**config.mk**
```make
export PLATFORM = sky130hd
export DESIGN_NAME = ft60x_bus_ctrl
export DESIGN_NICKNAME = d
export VERILOG_FILES = /design/src/rtl/ft60x_bus_ctrl.sv
export SDC_FILE = /design/constraint.sdc
export NUM_CORES = 1
export LEC_CHECK = 0
export BUFFER_PORTS_ARGS = -buffer_cell sky130_fd_sc_hd__buf_2
export CORE_ASPECT_RATIO = 0.8
export CORE_UTILIZATION = 54
export DETAILED_ROUTE_END_ITERATION = 7
export PLACE_DENSITY = 0.85
export RECOVER_POWER = 25
export SKIP_CTS_REPAIR_TIMING = 1
export SLEW_MARGIN = 20
export SYNTH_ARGS = -nofsm -noshare
export SYNTH_HDL_FRONTEND = slang
export SYNTH_SLANG_ARGS = --single-unit
```
**constraint.sdc**
```tcl
create_clock -name clk -period 5.18 [get_ports clk]
set_input_delay 0.259 -clock clk [delete_from_list [all_inputs] [get_ports clk]]
set_output_delay 0.259 -clock clk [all_outputs]
set_load 0.03 [all_outputs]
```
**src/rtl/ft60x_bus_ctrl.sv**
```systemverilog
// rtl/ft60x_bus_ctrl.sv - FT600/FT601 synchronous 245-FIFO bus master
// Arbitrates the A2F write stream and the F2A read stream onto the shared FT60x bus.
module ft60x_bus_ctrl #(
   parameter int DATA_W    = 32,
   parameter int BE_W      = DATA_W/8,
   parameter int MAX_BURST = 256,
   parameter int ARB_MODE  = 0
) (
   input  logic              clk,
   input  logic              reset,
   input  logic              txe_n,
   input  logic              rxf_n,
   output logic              wr_n,
   output logic              rd_n,
   output logic              oe_n,
   output logic [DATA_W-1:0] ft_data_o,
   output logic [BE_W-1:0]   ft_be_o,
   input  logic [DATA_W-1:0] ft_data_i,
   input  logic [BE_W-1:0]   ft_be_i,
   output logic              bus_oe,
   input  logic [DATA_W-1:0] tx_data,
   input  logic [BE_W-1:0]   tx_be,
   input  logic              tx_valid,
   output logic              tx_ready,
   output logic [DATA_W-1:0] rx_data,
   output logic [BE_W-1:0]   rx_be,
   output logic              rx_valid,
   input  logic              rx_afull,
   output logic [31:0]       wr_words,
   output logic [31:0]       rd_words,
   output logic              busy
);

   localparam int BCNT_W = $clog2(MAX_BURST + 1);
   localparam logic [BCNT_W-1:0] MAX_B = BCNT_W'(MAX_BURST);

   typedef enum logic [2:0] {S_IDLE, S_WR, S_RD_TA, S_RD, S_GAP} state_t;

   state_t              state_q, state_d;
   logic                wr_n_q, wr_n_d, rd_n_q, rd_n_d, oe_n_q, oe_n_d;
   logic                bus_oe_q, bus_oe_d;
   logic [DATA_W-1:0]   ft_data_q, ft_data_d, rx_data_q, rx_data_d;
   logic [BE_W-1:0]     ft_be_q, ft_be_d, rx_be_q, rx_be_d;
   logic                rx_valid_q, rx_valid_d, pend_q, pend_d;
   logic                last_rd_q, last_rd_d;
   logic [31:0]         wr_cnt_q, wr_cnt_d, rd_cnt_q, rd_cnt_d;
   logic [BCNT_W-1:0]   bcnt_q, bcnt_d, bcnt_rd;
   logic                wr_fire, wr_miss, rd_fire, wr_ok, rd_ok, below_max, pick_rd;

   assign wr_fire   = ~wr_n_q & ~txe_n;
   assign wr_miss   = ~wr_n_q & txe_n;
   assign rd_fire   = ~rd_n_q & ~rxf_n;
   assign wr_ok     = ~txe_n & (tx_valid | pend_q);
   assign rd_ok     = ~rxf_n & ~rx_afull;
   assign below_max = bcnt_q < MAX_B;
   assign tx_ready  = (state_q == S_WR) & ~txe_n & ~pend_q & below_max;

   always_comb begin
      state_d    = state_q;
      wr_n_d     = 1'b1;
      rd_n_d     = 1'b1;
      oe_n_d     = oe_n_q;
      bus_oe_d   = bus_oe_q;
      ft_data_d  = ft_data_q;
      ft_be_d    = ft_be_q;
      rx_data_d  = rx_data_q;
      rx_be_d    = rx_be_q;
      rx_valid_d = 1'b0;
      pend_d     = pend_q;
      last_rd_d  = last_rd_q;
      wr_cnt_d   = wr_cnt_q;
      rd_cnt_d   = rd_cnt_q;
      bcnt_d     = bcnt_q;
      bcnt_rd    = bcnt_q + BCNT_W'(rd_fire);
      pick_rd    = 1'b0;

      // Beat completion follows the pins, independent of which state we are leaving.
      if (wr_fire) begin
         wr_cnt_d = wr_cnt_q + 32'd1;
         pend_d   = 1'b0;
      end
      if (wr_miss) pend_d = 1'b1;
      if (rd_fire) begin
         rx_data_d  = ft_data_i;
         rx_be_d    = ft_be_i;
         rx_valid_d = 1'b1;
         rd_cnt_d   = rd_cnt_q + 32'd1;
      end

      case (state_q)
         S_IDLE: begin
            if (wr_ok && rd_ok)
               pick_rd = (ARB_MODE == 1) || ((ARB_MODE == 2) && !last_rd_q);
            else
               pick_rd = rd_ok;
            if (wr_ok || rd_ok) begin
               last_rd_d = pick_rd;
               if (pick_rd) begin
                  state_d  = S_RD_TA;
                  bus_oe_d = 1'b0;
                  oe_n_d   = 1'b0;
               end else begin
                  state_d = S_WR;
               end
            end
         end
         S_WR: begin
            if (txe_n || (!tx_valid && !pend_q) || !below_max) begin
               state_d = S_GAP;
            end else if (tx_valid && tx_ready) begin
               ft_data_d = tx_data;
               ft_be_d   = tx_be;
               wr_n_d    = 1'b0;
               bcnt_d    = bcnt_q + BCNT_W'(1);
            end else if (pend_q && wr_n_q) begin
               // Retry the held word; the bubble while it is outstanding keeps it single.
               wr_n_d = 1'b0;
               bcnt_d = bcnt_q + BCNT_W'(1);
            end
         end
         S_RD_TA: begin
            state_d = S_RD;
            if (rd_ok && below_max) rd_n_d = 1'b0;
         end
         S_RD: begin
            bcnt_d = bcnt_rd;
            if (rd_ok && (bcnt_rd < MAX_B)) begin
               rd_n_d = 1'b0;
            end else begin
               state_d = S_GAP;
               oe_n_d  = 1'b1;
            end
         end
         S_GAP: begin
            bcnt_d   = '0;
            state_d  = S_IDLE;
            bus_oe_d = 1'b1;
            oe_n_d   = 1'b1;
         end
         default: state_d = S_IDLE;
      endcase
   end

   always_ff @(posedge clk) begin
      if (reset) begin
         state_q    <= S_IDLE;
         wr_n_q     <= 1'b1;
         rd_n_q     <= 1'b1;
         oe_n_q     <= 1'b1;
         bus_oe_q   <= 1'b1;
         ft_data_q  <= '0;
         ft_be_q    <= '1;
         rx_data_q  <= '0;
         rx_be_q    <= '0;
         rx_valid_q <= 1'b0;
         pend_q     <= 1'b0;
         last_rd_q  <= 1'b1;
         wr_cnt_q   <= '0;
         rd_cnt_q   <= '0;
         bcnt_q     <= '0;
      end else begin
         state_q    <= state_d;
         wr_n_q     <= wr_n_d;
         rd_n_q     <= rd_n_d;
         oe_n_q     <= oe_n_d;
         bus_oe_q   <= bus_oe_d;
         ft_data_q  <= ft_data_d;
         ft_be_q    <= ft_be_d;
         rx_data_q  <= rx_data_d;
         rx_be_q    <= rx_be_d;
         rx_valid_q <= rx_valid_d;
         pend_q     <= pend_d;
         last_rd_q  <= last_rd_d;
         wr_cnt_q   <= wr_cnt_d;
         rd_cnt_q   <= rd_cnt_d;
         bcnt_q     <= bcnt_d;
      end
   end

   assign wr_n      = wr_n_q;
   assign rd_n      = rd_n_q;
   assign oe_n      = oe_n_q;
   assign bus_oe    = bus_oe_q;
   assign ft_data_o = ft_data_q;
   assign ft_be_o   = ft_be_q;
   assign rx_data   = rx_data_q;
   assign rx_be     = rx_be_q;
   assign rx_valid  = rx_valid_q;
   assign wr_words  = wr_cnt_q;
   assign rd_words  = rd_cnt_q;
   assign busy      = (state_q != S_IDLE);

endmodule

```
== Word-level counts from Yosys, hierarchy flattened ==
Cells that the tools add are included.

* Register bits: 154
* Logic and storage cells: 95

* Add/subtract/negate cells: 4
* Order comparisons: 2
* Equal/unequal tests: 10
* Multiplexer cells: 24
* Bitwise operators: 17
* Reductions and logical operators: 24

{| class="wikitable"
|+ Operators by type and width
! cell !! number
|-
| adder 32 x 1 -> 32 bit (second input constant) || 2
|-
| 2-to-1 mux 9 bit || 3
|-
| case mux 9 bit (3 select lines) || 1
|-
| < comparator 9 bit (second input constant) || 2
|-
| 2-to-1 mux 1 bit || 12
|-
| case mux 3 bit (4 select lines) || 1
|-
| AND reduction 3 bit || 4
|-
| adder 9 x 1 -> 9 bit || 1
|-
| adder 9 x 1 -> 9 bit (second input constant) || 1
|-
| 2-to-1 mux 3 bit || 3
|-
| nonzero test 3 bit || 3
|-
| bitwise AND 1 bit || 8
|-
| inequality test 2 bit (second input constant) || 4
|-
| NOT 1 bit || 8
|-
| == test 3 x 2 -> 1 bit (second input constant) || 2
|-
| logical AND 1 bit || 6
|-
| case mux 1 bit (2 select lines) || 2
|-
| AND reduction 4 bit || 1
|-
| nonzero test 2 bit || 2
|-
| == test 3 x 1 -> 1 bit (second input constant) || 1
|-
| == test 3 bit (second input constant) || 1
|-
| zero test 1 bit || 3
|-
| zero test 3 bit || 1
|-
| logical OR 1 bit || 3
|-
| other kinds (6) || 6
|}

== Depth between registers and ports, before layout ==
Gate-level depths: netlist of run 1.

* Depth in word-level cells: 8
* Depth in mapped cells: 10
* Mapped depth without buffers: 9

== Worst setup path after synthesis of run 1 ==
OpenSTA, ideal clock, no wires.

* Path kind: register -> register
* Start: register rd_n_q, in the netlist rd_n
* End: register oe_n_q, in the netlist oe_n
* Setup time: 0.122 ns
* Data arrival time: 2.665 ns
* Data required time: 5.058 ns
* Path slack: 2.393 ns
* Stages on the path, launching flop included: 11
* Buffers on the path: 1
* Period minus slack after synthesis: 2.787 ns
* Path through: dfxtp_1 -> or2_0 -> inv_1 -> clkbuf_1 -> ha_1 -> ha_1 -> nand3_1 -> nor2_1 -> xor2_1 -> or4_1 -> a221o_1

* Word-level cells in the longest chain between the ends: 7

{| class="wikitable"
|+ Ends and longest elaborated chain
! item !! line !! text
|-
| start, declared || 40 || <nowiki>logic wr_n_q, wr_n_d, rd_n_q, rd_n_d, oe_n_q, oe_n_d;</nowiki>
|-
| start signal, assigned || 164 || <nowiki>rd_n_q <= rd_n_d;</nowiki>
|-
| NOT 1 bit || 52 || <nowiki>assign rd_fire = ~rd_n_q & ~rxf_n;</nowiki>
|-
| bitwise AND 1 bit || 52 ||
|-
| via rd_fire || 48 || <nowiki>logic wr_fire, wr_miss, rd_fire, wr_ok, rd_ok, below_max, pick_rd;</nowiki>
|-
| adder 9 x 1 -> 9 bit || 74 || <nowiki>bcnt_rd = bcnt_q + BCNT_W'(rd_fire);</nowiki>
|-
| < comparator 9 bit || 127 || <nowiki>if (rd_ok && (bcnt_rd < MAX_B)) begin</nowiki>
|-
| logical AND 1 bit || 127 ||
|-
| inequality test 2 bit (no source line) || -- ||
|-
| AND reduction 4 bit (no source line) || -- ||
|-
| end signal, assigned || 165 || <nowiki>oe_n_q <= oe_n_d;</nowiki>
|-
| end, declared || 40 ||
|}

The timed path passes the listed nets, and every way through them passes these cells.
A chain may end at the register's enable or synchronous reset.

== Worst setup path after layout of run 1 ==
* Start: register rd_n_q, in the netlist rd_n
* End: register oe_n_q, in the netlist oe_n

* Word-level cells in the longest chain between the ends: 7

{| class="wikitable"
|+ Ends and longest elaborated chain
! item !! line
|-
| NOT 1 bit || 52
|-
| bitwise AND 1 bit || 52
|-
| adder 9 x 1 -> 9 bit || 74
|-
| < comparator 9 bit || 127
|-
| logical AND 1 bit || 127
|-
| inequality test 2 bit (no source line) || --
|-
| AND reduction 4 bit (no source line) || --
|}

No other way between the ends.

==> flow_metrics.py, run 1 <==
metrics = {
    "outcome": {
        "outcome": "finished, final reports clean",
    },
    "critical_path": {
        "crit_path_top_delay_cell": "or4_1",
        "cp_num_cells": 10,
        "ff2ff_path_depth": 10,
        "worst_path_largest_cell_delay_ns": 0.50,
        "reg2reg_from": "rd_n$_SDFF_PP1_",
        "worst_r2r_endpoint": "oe_n$_SDFFE_PP1P_",
        "cp-startpoint": "rd_n$_SDFF_PP1_",
        "r2r_setup_slack_ns": 2.35,
        "critPathRequiredTime_ns": 5.47,
        "crit_family": "simple AND/OR/NAND/NOR gates",
        "end_kind": "flop",
        "start_kind": "flop",
        "cp_data_arrival_time_ns": 3.12,
        "critical_path.endpoint": "oe_n$_SDFFE_PP1P_",
        "crit_path_max_fanout": 40,
        "crit_chain": "or2_1 > buf_4 > inv_1 > ha_1 > ha_1 > nand3_1 > nor2_1 > xor2_1 > or4_1 > a221o_1",
        "critPathMostFrequentCell": "ha_1",
        "path_class": "reg -> reg",
        "crit_buf_inv": 2,
    },
    "synthesis": {
        "synthFlopType": "dfxtp_1",
        "yosysWarnings": 0,
        "synth_edf_count": 0,
        "synth_top_area_frac": 0.478,
        "ys_seq_elements": 154,
        "synth.avg_cell_area_um2": 8.21,
        "syn-instance-count": 785,
        "seq_area_frac_synth": 0.478,
        "synth.distinct_cells": 55,
        "yosys-top-cells-area": "dfxtp_1 (48%), nand2_1 (11%), a21oi_1 (6.1%)",
        "synth_area_um2": 6450,
        "syn-num-nets": 868,
        "synth_top_cell_by_area": "dfxtp_1",
        "async_flop_share": 0,
    },
    "timing": {
        "whs_ns": 0.0623,
        "rsz0062_at_grt": "no",
        "finalCritPeriodShare": 0.546,
        "max_freq_mhz": 354,
        "finalHoldViolCount": 0,
        "maxSlewViolCount": 0,
        "finalSetupViolations": 0,
        "worst_pin_slew_ns": 1.03,
        "slew_headroom": 0.312,
        "skew_ns": 0.00961,
        "finalCriticalPeriod_ns": 2.83,
        "setup_tns_ns": 0,
    },
    "cts": {
        "htreeDepth": 4,
        "cts_num_sinks": 154,
        "ctsLongestPathBuffers": 2,
        "clk_pin_slew_ns": 0.06,
        "cts_root_buf": "clkbuf_16",
        "insertion_delay_ns": 0.41,
        "numCtsBuffers": 17,
        "cts_tree": "yes",
    },
    "floorplan": {
        "placementRows": 35,
        "initial_core_util": 0.558,
        "dieArea_um2": 12400,
        "die_h_um": 99.7,
        "die_w_um": 124,
        "io_pins": 221,
        "core_um2": 11600,
    },
    "power": {
        "p_total_uw": 2580,
        "vdd.ir_drop.worst_uv": 283,
        "leakage_uw": 0.00327,
        "powerDensity_nw_per_um2": 319,
    },
    "global_routing": {
        "grt_pass1_wl_um": 24800,
        "grt_pass1_vias": 5334,
        "track_usage": 0.250,
        "grt_max_degree": 106,
        "antenna_found_initial": 0,
        "grt-ovfl-total": 0,
    },
    "route": {
        "ant_nets": 0,
        "drt_iter0_drc": 343,
        "drc": 0,
        "detail_route.first_pass.iterations": 5,
        "routedWlPerCell_um": 13.6,
        "avgViaCountPerCell": 5.28,
        "vias": 6045,
        "drt_wl_total_um": 15600,
    },
    "final_layout": {
        "final_nets": 1068,
        "drive_above_1_share": 0.200,
        "syn_to_final_growth_pct": 25.5,
        "multi_input_area_um2": 3160,
        "fillers": 983,
        "n_antenna_cell": 0,
        "register_area_um2": 3080,
    },
    "placement": {
        "dpl.hpwl_um": 10300,
        "numPortBuffers": 220,
        "place.gp.congestion": 0.865,
    },
    "hold_path": {
        "whs_path_depth": 3,
        "hp-class": "in -> reg",
    },
    "flow_run": {
        "max_cap_viol_count": 0,
    },
}
==> cell families after synthesis <==
logic type	share of synthesized area
compound gates	0.102
xor+xnor	0.0774
mux	0.00815
simple gates	0.293
flops	0.478
fa+ha+maj	0.00970
buf+inv	0.0320
==> where the power goes <==
part	internal [µW]	switching (µW)
Combinational	46.4	82.8
Sequential	1200	14.6
Clock	766	472
==> through the flow <==
step / setup WS, ns / area (µm²) / std cells / utilization
after floorplan: 2.39 / 6450 / 785 / -
after global placement: 2.42 / 7590 / 1114 / 0.656
after detailed placement: 2.33 / 7590 / 1114 / 0.656
after CTS: 2.38 / 8180 / 1144 / 0.708
after global routing: 2.19 / 8090 / 1144 / 0.700
final: 2.35 / 8090 / 1144 / 0.700
==> metal layers <==
layer  vias to the layer above  wire, µm  GRT usage
li1                       3057         -          -
met1                      2766      7090      0.325
met2                       210      7050      0.388
met3                        12      1270     0.0889
met4                         0       157     0.0733
met5                         -         0          0
==> registers in the layout, indices dropped and copies added, names as in the netlist, 3 cells and up <==
register   cells
rd_words      32
ft_data_o     32
rx_be          4
bcnt_q         9
wr_words      32
ft_be_o        4
rx_data       32
state_q        3
==> cell usage after synthesis, drive strengths merged, types with 2 or more instances <==
master and number:
o21a 2, or3 3, or3b 2, nand2b 2, a31oi 3, a21oi 78
nor3 15, mux2 2, nor2 85, or2 4, and2 6, and4 10
nor3b 2, clkbuf 31, ha 5, nand3b 6, nor2b 5, dfxtp 154
a21o 5, mux2i 3, and3 10, nand2 182, xor2 34, or4 6
a211oi 4, buf 14, o21ai 15, nand4 24, inv 4, o31ai 2
nand3 23, nor4 10, xnor2 23
==> tightest hold or removal path, stage by stage <==
cell and delay [ns]:
buf_2 0.07, nand2_1 0.04, nand3b_1 0.06
==> final cells by class <==
type / count / share of cell area
inverter: 4 / 0.00186
clock buffer: 19 / 0.0547
multi-input combinational: 582 / 0.390
timing repair buffer: 226 / 0.131
tap: 148 / 0.0229
sequential: 154 / 0.381
clock inverter: 11 / 0.0182
==> worst min path at each step <==
stage                         startpoint                         to  slack [ns]
2_1_floorplan                   tx_be[0]    ft_be_o[0]$_SDFFE_PP1P_        0.38
3_3_place_gp    rx_data[18]$_SDFFE_PP0N_   rx_data[18]$_SDFFE_PP0N_        0.44
3_5_place_dp   ft_data_o[4]$_SDFFE_PP0P_  ft_data_o[4]$_SDFFE_PP0P_        0.44
4_1_cts                         tx_be[2]    ft_be_o[2]$_SDFFE_PP1P_        0.05
5_1_grt                         tx_be[2]    ft_be_o[2]$_SDFFE_PP1P_        0.06
6_report                        tx_be[2]    ft_be_o[2]$_SDFFE_PP1P_        0.06
==> cells in the final DEF (no fill, tap or decap), types with 3 or more instances in the layout <==
cell type	n
a211oi_1	4
a21o_1	5
a21oi_1	78
a31oi_1	3
and2_1	5
and3_1	10
and4_1	10
buf_2	150
buf_4	7
bufinv_16	3
clkbuf_1	70
clkbuf_16	17
clkinv_2	3
clkinv_4	3
dfxtp_1	154
ha_1	5
inv_1	4
mux2i_1	3
nand2_1	181
nand3_1	23
nand3b_1	5
nand4_1	24
nor2_1	83
nor2b_1	5
nor3_1	14
nor4_1	8
o21ai_0	15
or3_1	3
or4_1	5
xnor2_1	23
xor2_1	34
Power figures use the tool's default switching activity.
==> run 2, diff against run 1 <==
Settings changed: ABC_AREA from default to 1, CORE_UTILIZATION 54 to 47, PLACE_DENSITY 0.85 to 0.77.
Clock period 5.18 ns to 2.3 ns, I/O delays scaled along.
==> flow_metrics.py, run 2 <==
metrics = {
    "synthesis": {
        "synth.avg_cell_area_um2": 7.15,
        "synthFlopType": "dfxtp_1",
        "yosysMostFrequentCell": "nand2_1",
        "synth.distinct_cells": 39,
        "synthTopCellsByCount": "nand2_1 (204), nor2_1 (202), dfxtp_1 (154)",
        "synth_top_area_frac": 0.415,
        "synth_edf_count": 0,
        "syn-instance-count": 1040,
        "yosysWarnings": 0,
        "synth_area_um2": 7430,
        "ys_seq_elements": 154,
        "syn-num-nets": 1123,
        "seq_area_frac_synth": 0.415,
        "yosys-top-cells-area": "dfxtp_1 (41%), nand2_1 (10%), nor2_1 (10%)",
        "synth_top_cell_by_area": "dfxtp_1",
        "async_flop_share": 0,
    },
    "global_routing": {
        "grt_pass1_wl_um": 32600,
        "grt_max_degree": 64,
        "track_usage": 0.251,
        "grt-ovfl-total": 0,
        "grt_pass1_vias": 6794,
        "antenna_found_initial": 0,
    },
    "timing": {
        "setup_tns_ns": 0,
        "worst_pin_slew_ns": 1.75,
        "finalHoldViolCount": 0,
        "finalCritPeriodShare": 0.895,
        "max_freq_mhz": 486,
        "finalCriticalPeriod_ns": 2.06,
        "slew_headroom": -0.166,
        "worst_slack_ns": 0.242,
        "rsz0062_at_grt": "no",
        "skew_ns": 0.0129,
        "finalSetupViolations": 0,
        "maxSlewViolCount": 64,
    },
    "placement": {
        "pre_cts_slack_ns": 0.532,
        "place.gp.congestion": 0.893,
        "dpl_cell_area_um2": 8610,
        "dpl.hpwl_um": 14000,
        "numPortBuffers": 220,
    },
    "flow_run": {
        "max_cap_viol_count": 1,
    },
    "critical_path": {
        "ff2ff_path_depth": 10,
        "reg2reg_from": "rd_n$_SDFF_PP1_",
        "cp_data_arrival_time_ns": 1.94,
        "crit_path_max_fanout": 37,
        "start_kind": "flop",
        "end_kind": "output port",
        "critPathRequiredTime_ns": 2.18,
        "cp-startpoint": "state_q[2]$_SDFFE_PP0P_",
        "path_class": "reg -> out",
    },
    "power": {
        "leakage_uw": 0.00424,
        "powerDensity_nw_per_um2": 666,
        "p_total_uw": 6540,
        "vdd.ir_drop.worst_uv": 578,
    },
    "final_layout": {
        "n_antenna_cell": 0,
        "fillers": 1270,
        "final_nets": 1402,
        "mostFrequentLayoutCells": "nand2_1 (204), nor2_1 (202), dfxtp_1 (154)",
        "postLayoutCoreUtil": 0.646,
        "drive_above_1_share": 0.209,
        "syn_to_final_growth_pct": 32.2,
        "final_area_um2": 9830,
        "final_common_cell": "nand2_1",
    },
    "cts": {
        "cts_tree": "yes",
        "cts_root_buf": "clkbuf_16",
        "insertion_delay_ns": 0.43,
        "clk_pin_slew_ns": 0.07,
        "htreeDepth": 4,
        "numCtsBuffers": 17,
        "ctsLongestPathBuffers": 2,
        "cts_num_sinks": 154,
    },
    "floorplan": {
        "dieArea_um2": 16300,
        "core_um2": 15200,
        "die_h_um": 114,
        "initial_core_util": 0.489,
        "die_w_um": 143,
        "io_pins": 221,
        "placementRows": 40,
    },
    "hold_path": {
        "hold_start": "tx_data[1]",
        "whs_path_depth": 3,
        "hp-class": "in -> reg",
    },
    "route": {
        "ant_nets": 0,
        "avgViaCountPerCell": 5.15,
        "drc": 0,
        "detail_route.first_pass.iterations": 7,
        "drt_wl_total_um": 22800,
        "routedWlPerCell_um": 14.8,
        "vias": 7943,
        "drt_iter0_drc": 600,
    },
    "outcome": {
        "violations": "max-capacitance violations, max-slew violations",
        "outcome": "complete, but fails checks",
    },
}
==> run 2: changes by cell type after synthesis, sizes merged, moves of 10 or more <==
cell    previous run  this run
nor2              85       221
inv                4       102
nand3             23       109
o21ai             15        72
nand2            182       212
xor2              34         7
xnor2             23         3
a21oi             78        66
clkbuf            31        20
and4              10         0
nor4              10         0
==> run 2: area by class of cell <==
class	count	area, µm²	area share
Multi-Input combinational cell	744	3710	0.377
Sequential cell	154	3080	0.314
Timing Repair Buffer	299	1790	0.182
Clock buffer	18	439	0.0447
Inverter	103	387	0.0393
Tap cell	210	263	0.0267
Clock inverter	14	153	0.0155
==> run 2: path summary, 6_finish.rpt <==
path | endpoint | slack (ns)
max | tx_ready | 0.24
min | ft_data_o[1]$_SDFFE_PP0P_ | 0.003
max reg2reg | rd_n$_SDFF_PP1_ | 0.47
min reg2reg | ft_be_o[3]$_SDFFE_PP1P_ | 0.46
==> run 2: cells by family after synthesis <==
group / synth area share
buf+inv: 0.0865
xor+xnor: 0.0118
simple gates: 0.360
compound gates: 0.118
fa+ha+maj: 0.00841
flops: 0.415
==> run 2: critical path, cell delays in order (launching register included) <==
cell,delay (ns)
dfxtp_1,0.32
inv_1,0.08
nand2_2,0.08
nor2_4,0.12
inv_2,0.06
nor2_4,0.09
buf_4,0.45
buf_2,0.30
==> run 2: stage by stage <==
step	instances	hold slack, ns
floorplan	1040	0.250
finish	1542	0.00331
CTS	1470	-0.107
global placement	1438	0.336
detailed placement	1438	0.342
global route	1542	0.00900
==> run 2: layer usage <==
layer / up-vias / wire [µm] / global-route usage
li1: 3906 / - / -
met3: 68 / 1790 / 0.0707
met4: 0 / 694 / 0.0961
met2: 365 / 10500 / 0.402
met1: 3604 / 9830 / 0.322
met5: - / 0 / 0
==> run 2: report_power, final <==
part / total [µW] / internal (µW) / leakage [µW] / switching [µW]
Sequential: 2850 / 2760 / 0.00124 / 89.7
Combinational: 855 / 313 / 0.00271 / 542
Clock: 2840 / 1570 / 0.000293 / 1270
==> run 3, diff against run 2 <==
Settings changed: ABC_AREA 1 to default, CORE_UTILIZATION 47 to 45, PLACE_DENSITY 0.77 to 0.76.
==> flow_metrics.py, run 3 (synthesized netlist as in run 1, its figures left out) <==
metrics = {
    "final_layout": {
        "multi_input_area_um2": 3210,
        "mostFrequentLayoutCells": "nand2_1 (181), dfxtp_1 (153), buf_2 (150)",
        "n_antenna_cell": 0,
        "final_nets": 1161,
        "final_area_um2": 9050,
        "fillers": 1170,
        "register_area_um2": 3090,
        "final_common_cell": "nand2_1",
        "postLayoutCoreUtil": 0.656,
        "final_cells": 1268,
        "drive_above_1_share": 0.210,
        "syn_to_final_growth_pct": 40.4,
    },
    "global_routing": {
        "grt_pass1_vias": 5361,
        "grt_pass1_wl_um": 25000,
        "grt-ovfl-total": 0,
        "track_usage": 0.210,
        "grt_max_degree": 63,
        "antenna_found_initial": 1,
    },
    "hold_path": {
        "hold_start": "txe_n",
        "whs_path_depth": 3,
        "hp-class": "in -> reg",
    },
    "cts": {
        "numCtsBuffers": 17,
        "htreeDepth": 4,
        "ctsLongestPathBuffers": 2,
        "cts_tree": "yes",
        "insertion_delay_ns": 0.41,
        "cts_num_sinks": 154,
        "clk_pin_slew_ns": 0.06,
        "cts_root_buf": "clkbuf_16",
    },
    "critical_path": {
        "cp-startpoint": "rd_n$_SDFF_PP1_",
        "reg2reg_from": "rd_n$_SDFF_PP1_",
        "cp_data_arrival_time_ns": 2.57,
        "ff2ff_path_depth": 10,
        "worst_path_largest_cell_delay_ns": 0.55,
        "crit_buf_inv": 2,
        "critPathRequiredTime_ns": 2.60,
        "crit_path_max_fanout": 3,
        "critPathMostFrequentCell": "ha_4",
        "end_kind": "flop",
        "cp_num_cells": 10,
        "crit_path_top_delay_cell": "or4_4",
        "crit_chain": "or2_4 > inv_2 > ha_4 > ha_4 > nand3_4 > nor2_4 > xor2_1 > or4_4 > buf_4 > a21o_1",
        "start_kind": "flop",
        "path_class": "reg -> reg",
        "crit_family": "simple AND/OR/NAND/NOR gates",
    },
    "floorplan": {
        "io_pins": 221,
        "core_um2": 13800,
        "dieArea_um2": 14800,
        "initial_core_util": 0.468,
        "die_h_um": 109,
        "die_w_um": 136,
        "placementRows": 38,
    },
    "route": {
        "routedWlPerCell_um": 14.2,
        "drt_wl_total_um": 18000,
        "detail_route.first_pass.iterations": 5,
        "drc": 0,
        "vias": 6500,
        "drt_iter0_drc": 478,
        "ant_nets": 0,
        "avgViaCountPerCell": 5.13,
    },
    "placement": {
        "dpl_cell_area_um2": 7810,
        "numPortBuffers": 220,
        "dpl.cell_count": 1161,
        "dpl.hpwl_um": 10900,
        "place.gp.congestion": 0.879,
    },
    "timing": {
        "finalSetupViolations": 0,
        "worst_pin_slew_ns": 0.788,
        "finalCritPeriodShare": 0.987,
        "finalCriticalPeriod_ns": 2.27,
        "finalHoldViolCount": 0,
        "whs_ns": 0.0425,
        "slew_headroom": 0.475,
        "skew_ns": 0.00754,
        "maxSlewViolCount": 0,
        "max_freq_mhz": 441,
    },
    "power": {
        "p_comb_frac": 0.076,
        "powerDensity_nw_per_um2": 641,
        "vdd.ir_drop.worst_uv": 505,
        "seqPwrFrac": 0.467,
        "p_int_uw": 4470,
        "clockPowerShare": 0.457,
        "leakage_uw": 0.00367,
        "p_switching_uw": 1330,
        "swShare": 0.229,
    },
    "outcome": {
        "outcome": "finished, final reports clean",
    },
    "flow_run": {
        "max_cap_viol_count": 0,
    },
}
[run 3: path summary, 6_finish.rpt]
check                                                   to  slack [ns]
worst max-delay path                       rd_n$_SDFF_PP1_        0.03
worst min-delay path                   pend_q$_SDFFE_PP0P_        0.04
worst max register to register             rd_n$_SDFF_PP1_        0.03
worst min register to register  ft_data_o[29]$_SDFFE_PP0P_        0.45
[run 3: metal layers]
| metal | wire length [µm] | GRT usage | up-vias | share of wire |
|---|---|---|---|---|
| li1 | - | - | 3246 | - |
| met1 | 7950 | 0.280 | 2987 | 0.44 |
| met2 | 8480 | 0.329 | 241 | 0.47 |
| met3 | 1290 | 0.0595 | 24 | 0.072 |
| met4 | 235 | 0.0594 | 2 | 0.013 |
| met5 | 10 | 0 | - | 0.00056 |
[run 3: final cells by class]
cell class,instances,share of cell area
repair buffers,319,0.217
well taps,180,0.0249
clock inverters,12,0.0142
clock buffers,17,0.0470
inverters,4,0.00166
flip-flops and latches,154,0.341
multi-input cells,582,0.355
[run 3: power by group through the flow]
stage / combinational, µW / clock [µW] / sequential [µW]
floorplan: 155 / 0 / 2810
global placement: 337 / 0 / 2770
detailed placement: 339 / 0 / 2770
CTS: 340 / 2720 / 2710
global route: 475 / 2820 / 2710
finish: 438 / 2650 / 2710
[run 3: worst min-delay path, delay by kind of cell]
| kind | cells | cell delay [ns] |
|---|---|---|
| buf+inv | 1 | 0.14 |
| simple gates | 1 | 0.07 |
| mux | 1 | 0.08 |
[run 3: per-stage QoR]
| stage | setup TNS, ns | total power, µW | setup slack (ns) |
|---|---|---|---|
| floorplan | 0 | 2960 | 0.0142 |
| global placement | 0 | 3100 | 0.174 |
| detailed placement | 0 | 3110 | 0.113 |
| CTS | 0 | 5770 | 0.0600 |
| global route | -0.0273 | 6010 | -0.0273 |
| finish | 0 | 5800 | 0.0302 |
